$ cat src/rtl/fixed_point_abs_acc_pkg.sv
// Shared fixed-point definitions: accumulator FSM state encoding and the
// saturation constant (largest positive value of a signed word).
package fixed_point_abs_acc_pkg;

  localparam int ACC_STATE_W = 2;

  // Explicit encodings keep the debug state output stable across builds.
  typedef enum logic [ACC_STATE_W-1:0] {
    IDLE  = 2'd0,
    ACCUM = 2'd1,
    DONE  = 2'd2
  } acc_state_t;

  // Largest positive value of a signed word of the given width (width <= 32).
  function automatic logic [31:0] sat_max(input int width);
    return (32'd1 << (width - 1)) - 32'd1;
  endfunction

endpackage

$ cat src/rtl/fixed_point_abs_acc.sv
// Frame accumulator for the output of an absolute-value stage.
// A START pulse opens a frame of NUM_SAMPLES valid samples; the frame result
// (saturated sum, or truncating mean) is presented one cycle after the last
// sample together with a one-cycle VALID_OUT pulse.
// Negative samples mean the upstream abs saturated; they are counted as the
// maximum positive value and flag OVERFLOW for the frame.
// Build option: define FIXED_POINT_ABS_ACC_MEAN_EN to output the mean instead
// of the saturated sum.
//
// Handshake: VALID_IN qualifies VALUE_IN for exactly the cycle it is high, and
// there is no backpressure: a sample is taken only in ACCUM, otherwise it is
// dropped. VALID_OUT is a one-cycle pulse; VALUE_OUT/OVERFLOW hold until the
// next frame completes.
module fixed_point_abs_acc
  import fixed_point_abs_acc_pkg::*;
#(
  parameter int WIDTH       = 8,
  parameter int FRAC_BITS   = 3,
  parameter int NUM_SAMPLES = 4
) (
  input  logic                   CLK,
  input  logic                   RSTN,
  input  logic                   START,
  input  logic [WIDTH-1:0]       VALUE_IN,
  input  logic                   VALID_IN,
  output logic                   BUSY,
  output logic [WIDTH-1:0]       VALUE_OUT,
  output logic                   VALID_OUT,
  output logic                   OVERFLOW,
  output logic [ACC_STATE_W-1:0] STATE_DBG
);

  localparam int CNT_W = $clog2(NUM_SAMPLES);
  // Wide enough that NUM_SAMPLES maximum-positive samples never wrap.
  localparam int ACC_W = WIDTH + CNT_W;

  localparam logic [WIDTH-1:0] MAX_POS     = WIDTH'(sat_max(WIDTH));
  localparam logic [ACC_W-1:0] MAX_POS_ACC = ACC_W'(sat_max(WIDTH));
  localparam logic [CNT_W-1:0] LAST_CNT    = CNT_W'(NUM_SAMPLES - 1);

  // Reject unsupported configurations at elaboration time. FRAC_BITS only
  // describes the binary point; values pass through without rescaling.
  if (FRAC_BITS < 0 || FRAC_BITS >= WIDTH || WIDTH > 32 ||
      NUM_SAMPLES < 2 || NUM_SAMPLES > 256 ||
      (NUM_SAMPLES & (NUM_SAMPLES - 1)) != 0) begin : g_param_check
    $error("fixed_point_abs_acc: unsupported WIDTH/FRAC_BITS/NUM_SAMPLES");
  end

  acc_state_t       state;
  acc_state_t       state_nxt;
  logic [ACC_W-1:0] acc;
  logic [ACC_W-1:0] acc_sum;
  logic [CNT_W-1:0] cnt;
  logic             sticky_ov;
  logic             sample_neg;
  logic [WIDTH-1:0] sample_eff;
  logic             take;
  logic             last;
  logic [WIDTH-1:0] result;
  logic             result_ov;

  // Sample conditioning: a set MSB is an upstream abs overflow.
  assign sample_neg = VALUE_IN[WIDTH-1];
  assign sample_eff = sample_neg ? MAX_POS : VALUE_IN;
  assign take       = (state == ACCUM) && VALID_IN;
  assign last       = take && (cnt == LAST_CNT);
  // Sample is non-negative after conditioning, so zero-extension is correct.
  assign acc_sum    = acc + ACC_W'(sample_eff);

`ifdef FIXED_POINT_ABS_ACC_MEAN_EN
  // Mean: the accumulator MSB is always 0, so a logical shift equals the
  // arithmetic one, and the quotient always fits in WIDTH-1 magnitude bits.
  assign result    = WIDTH'(acc_sum >> CNT_W);
  assign result_ov = sticky_ov | sample_neg;
`else
  // Sum: clamp to the largest positive word and report the clamp.
  assign result    = (acc_sum > MAX_POS_ACC) ? MAX_POS : acc_sum[WIDTH-1:0];
  assign result_ov = sticky_ov | sample_neg | (acc_sum > MAX_POS_ACC);
`endif

  assign BUSY      = (state == ACCUM);
  assign STATE_DBG = state;

  // Next-state logic: START only opens a frame from IDLE; DONE lasts one cycle.
  always_comb begin
    state_nxt = state;
    case (state)
      IDLE:    if (START) state_nxt = ACCUM;
      ACCUM:   if (last)  state_nxt = DONE;
      DONE:    state_nxt = IDLE;
      default: state_nxt = IDLE;
    endcase
  end

  // State register with synchronous active-low reset.
  always_ff @(posedge CLK) begin
    if (!RSTN) state <= IDLE;
    else       state <= state_nxt;
  end

  // Accumulator, sample counter, sticky flag and registered frame result.
  always_ff @(posedge CLK) begin
    if (!RSTN) begin
      acc       <= '0;
      cnt       <= '0;
      sticky_ov <= 1'b0;
      VALUE_OUT <= '0;
      OVERFLOW  <= 1'b0;
      VALID_OUT <= 1'b0;
    end else begin
      VALID_OUT <= last;
      if (state == IDLE && START) begin
        acc       <= '0;
        cnt       <= '0;
        sticky_ov <= 1'b0;
      end else if (take) begin
        acc <= acc_sum;
        cnt <= cnt + 1'b1;
        if (sample_neg) sticky_ov <= 1'b1;
      end
      if (last) begin
        VALUE_OUT <= result;
        OVERFLOW  <= result_ov;
      end
    end
  end

endmodule
$ cat config.mk
export PLATFORM = sky130hd
export DESIGN_NAME = fixed_point_abs_acc
export DESIGN_NICKNAME = d
export VERILOG_FILES = /design/src/rtl/fixed_point_abs_acc_pkg.sv /design/src/rtl/fixed_point_abs_acc.sv
export SDC_FILE = /design/constraint.sdc
export NUM_CORES = 1
export LEC_CHECK = 0
export ABC_CLOCK_PERIOD_IN_PS = 6500
export CAP_MARGIN = 15
export CORE_MARGIN = 4
export CORE_UTILIZATION = 50
export DETAILED_ROUTE_END_ITERATION = 12
export PLACE_DENSITY = 0.84
export SLEW_MARGIN = 25
export SYNTH_ARGS = -nofsm -noshare
export SYNTH_HDL_FRONTEND = slang
export SYNTH_SLANG_ARGS = --single-unit
$ cat constraint.sdc
create_clock -name CLK -period 6.5 [get_ports CLK]
set_input_delay 0.975 -clock CLK [delete_from_list [all_inputs] [get_ports CLK]]
set_output_delay 0.975 -clock CLK [all_outputs]
set_load 0.02 [all_outputs]
==> insert_results.sql <==
INSERT INTO impl_metrics (metric_group, metric, value, unit) VALUES
('critical_path', 'reg2regPathDepth', '9', ''),
('route', 'first_pass_iters', '4', ''),
('critical_path', 'cp.depth', '11', ''),
('final_layout', 'final_nets', '200', ''),
('worst_hold_path', 'hold_path_startpoint', 'VALUE_OUT[7]', ''),
('clock_network', 'cts_root_buf', 'sky130_fd_sc_hd__clkbuf_4', ''),
('critical_path', 'worst_setup_path_startpoint', 'VALUE_IN[7]', ''),
('sta', 'final_period_minus_worst_setup_slack', '3.31', 'ns'),
('route', 'detail_route.wirelength', '2.98', 'mm'),
('clock_network', 'worst_setup_hold_path_clk_slew', '0.16', 'ns'),
('logic_synthesis', 'synthesized_instance_count', '155', ''),
('floorplanning', 'fp.dieH', '58.9', 'um'),
('critical_path', 'timing.critical_path.cells', 'clkdlybuf4s50_1 > or2_2 > ha_1 > inv_1 > fa_1 > nand2b_1 > a21oi_2 > o2111ai_1 > and4b_4 > o21ai_4 > a21oi_1', ''),
('worst_hold_path', 'worst_hold_path_type', 'reg2reg', ''),
('global_route', 'largest_net_degree_at_the_start_of_global_routing', '17', ''),
('global_route', 'grt_antenna_before_repair', '0', ''),
('route', 'drt_drc_violations_left', '0', ''),
('sta', 'finClkSkew', '0.0154', 'ns'),
('route', 'wl_per_cell', '14.3', 'um'),
('clock_network', 'count_of_buffers_added_by_post_cts_timing_repair_for_setup', '0', ''),
('critical_path', 'crit_path_max_incr_delay', '0.65', 'ns'),
('placement', 'post-dp-hpwl', '2.33', 'mm'),
('logic_synthesis', 'syn-num-nets', '176', ''),
('route', 'route.antenna.remaining_nets', '0', ''),
('final_layout', 'layout_common_cells', 'sky130_fd_sc_hd__dfxtp_1 (25), sky130_fd_sc_hd__clkdlybuf4s50_1 (24), sky130_fd_sc_hd__nor2_1 (20)', ''),
('sta', 'timing.setup.tns', '0', 'ns'),
('placement', 'port_buffers', '24', ''),
('sta', 'rsz0062_at_grt', 'no', ''),
('clock_network', 'htree_num_levels', '1', ''),
('clock_network', 'clock_tree.buffer_depth', '2', ''),
('critical_path', 'critPathCaptureType', 'flop', ''),
('critical_path', 'worst_ep_required_time', '6.72', 'ns'),
('sta', 'share_of_the_clock_period_used_by_the_worst_path_after_layout', '50.9', '%'),
('route', 'viasPerCell', '5.63', ''),
('sta', 'timing_worst_slew_pin_value', '0.446', 'ns'),
('final_layout', 'drive_gt1_share', '8.43', '%'),
('critical_path', 'reg2reg_slack', '4.26', 'ns'),
('critical_path', 'library_cell_contributing_the_largest_single_delay_on_the_critical_path', 'sky130_fd_sc_hd__clkdlybuf4s50_1', ''),
('sta', 'maxSlewViolCount', '0', ''),
('global_route', 'grt_use_total', '19.0', '%'),
('clock_network', 'holdBufCountCts', '0', ''),
('critical_path', 'cp_top_family', 'buffers and inverters', ''),
('clock_network', 'tritoncts', 'built', ''),
('sta', 'max_clock_freq', '302', 'MHz'),
('job', 'cap_viol_max_count', '0', ''),
('placement', 'post-place-ws', '2.84', 'ns'),
('critical_path', 'worstReg2RegEnd', 'VALUE_OUT[4]', ''),
('logic_synthesis', 'synthArstFlopShare', '0', '%'),
('critical_path', 'crit_type', 'in2reg', ''),
('final_layout', 'mostFrequentLayoutCell', 'sky130_fd_sc_hd__dfxtp_1', ''),
('logic_synthesis', 'edff_count_synth', '0', ''),
('pwr', 'ir_drop', '198', 'uV'),
('logic_synthesis', 'post_synthesis_average_cell_area', '8.35', 'um2'),
('floorplanning', 'die_width', '58.9', 'um'),
('sta', 'pnr_worst_setup_slack', '3.19', 'ns'),
('status', 'run_status', 'finished, final reports clean', ''),
('logic_synthesis', 'sequential_element_share_of_the_synthesized_area', '38.6', '%'),
('clock_network', 'postCtsResizedCells', '0', ''),
('final_layout', 'num_antenna_cells', '0', ''),
('critical_path', 'worst-endpoint-arrival', '3.53', 'ns'),
('clock_network', 'numClockSinks', '25', ''),
('logic_synthesis', 'synth.yosys.warnings', '0', ''),
('floorplanning', 'core_area', '2480', 'um2'),
('logic_synthesis', 'synth_seq_cells', '25', ''),
('critical_path', 'worst_r2r_startpoint', 'acc[0]', ''),
('floorplanning', 'pin_count', '25', ''),
('floorplanning', 'core.rowCount', '18', ''),
('critical_path', 'bufs_and_invs_on_worst_path', '2', ''),
('floorplanning', 'starting_density', '52.3', '%'),
('logic_synthesis', 'ys_dominant_reg_cell', 'sky130_fd_sc_hd__dfxtp_1', ''),
('placement', 'gp_congestion', '0.954', '');
[Yosys cell counts, types with 2 or more instances]
master	n	area share, %
sky130_fd_sc_hd__or2_2	7	3.4
sky130_fd_sc_hd__xor2_1	7	4.7
sky130_fd_sc_hd__a21oi_1	17	6.6
sky130_fd_sc_hd__inv_1	6	1.7
sky130_fd_sc_hd__ha_1	8	7.7
sky130_fd_sc_hd__and3_1	3	1.4
sky130_fd_sc_hd__nor2_1	20	5.8
sky130_fd_sc_hd__xnor2_1	2	1.4
sky130_fd_sc_hd__nand2_1	13	3.8
sky130_fd_sc_hd__o21ai_0	14	5.4
sky130_fd_sc_hd__nand2b_1	2	0.97
sky130_fd_sc_hd__nor2b_1	3	1.4
sky130_fd_sc_hd__clkbuf_1	4	1.2
sky130_fd_sc_hd__a211oi_1	3	1.7
sky130_fd_sc_hd__nand3_1	2	0.77
sky130_fd_sc_hd__dfxtp_1	25	39
[sequential cells by signal, summed over array words and instances, names as in the netlist]
signal / flops
VALUE_OUT: 8
VALID_OUT: 1
acc: 10
OVERFLOW: 1
sticky_ov: 1
STATE_DBG: 2
cnt: 2
[stage by stage]
stage / utilization [%] / std cells / cell area, um2 / hold WS, ns
after global routing: 63.9 / 208 / 1580 / 0.475
final: 63.9 / 208 / 1580 / 0.447
after CTS: 63.9 / 208 / 1580 / 0.451
after detailed placement: 62.7 / 204 / 1550 / 0.428
after floorplan: - / 155 / 1290 / 0.437
after global placement: 62.7 / 204 / 1550 / 0.417
[layer usage]
layer  track usage (%)  up-vias  part of all wire, %
li1                  -      586                    -
met1              23.4      545                   42
met2              31.5       33                   51
met3              5.26        6                  5.0
met4              7.12        0                  1.8
met5                 0        -                    0
[worst min-delay path, stage by stage (launching register included)]
cell and delay, ns:
sky130_fd_sc_hd__dfxtp_1 0.34, sky130_fd_sc_hd__nand2_1 0.05, sky130_fd_sc_hd__nor2_1 0.03
[area by class of cell]
cell class              count  area [um2]
clock buffers               3        22.5
clock inverters             1        8.76
fillers                   210         893
inverters                   6        22.5
multi-input cells         119         752
flip-flops and latches     25         500
well taps                  30        37.5
repair buffers             24         240
[worst min path at each step]
stage / to / slack, ns / depth (start not counted)
finish: VALUE_OUT[7] / 0.45 / 2
CTS: VALUE_OUT[7] / 0.45 / 2
detailed placement: VALUE_OUT[7] / 0.43 / 2
global route: VALUE_OUT[7] / 0.48 / 2
floorplan: sticky_ov / 0.44 / 2
global placement: VALUE_OUT[7] / 0.42 / 2
[where the power goes]
part | switching [mW] | total [mW] | internal (mW)
logic | 0.0312 | 0.0566 | 0.0254
registers | 0.00204 | 0.158 | 0.156
clock network | 0.0510 | 0.0761 | 0.0251
total | 0.0842 | 0.291 | 0.207
[cell families after synthesis]
logic type               synth area share (%)
XOR/XNOR                                 6.09
buffers and inverters                    3.28
AND/OR/NAND/NOR                          22.6
flip-flops                               38.6
adder cells (fa/ha/maj)                  9.28
AO/OA/AOI/OAI                            20.1
Note: power is estimated with default switching activity, not from simulation.
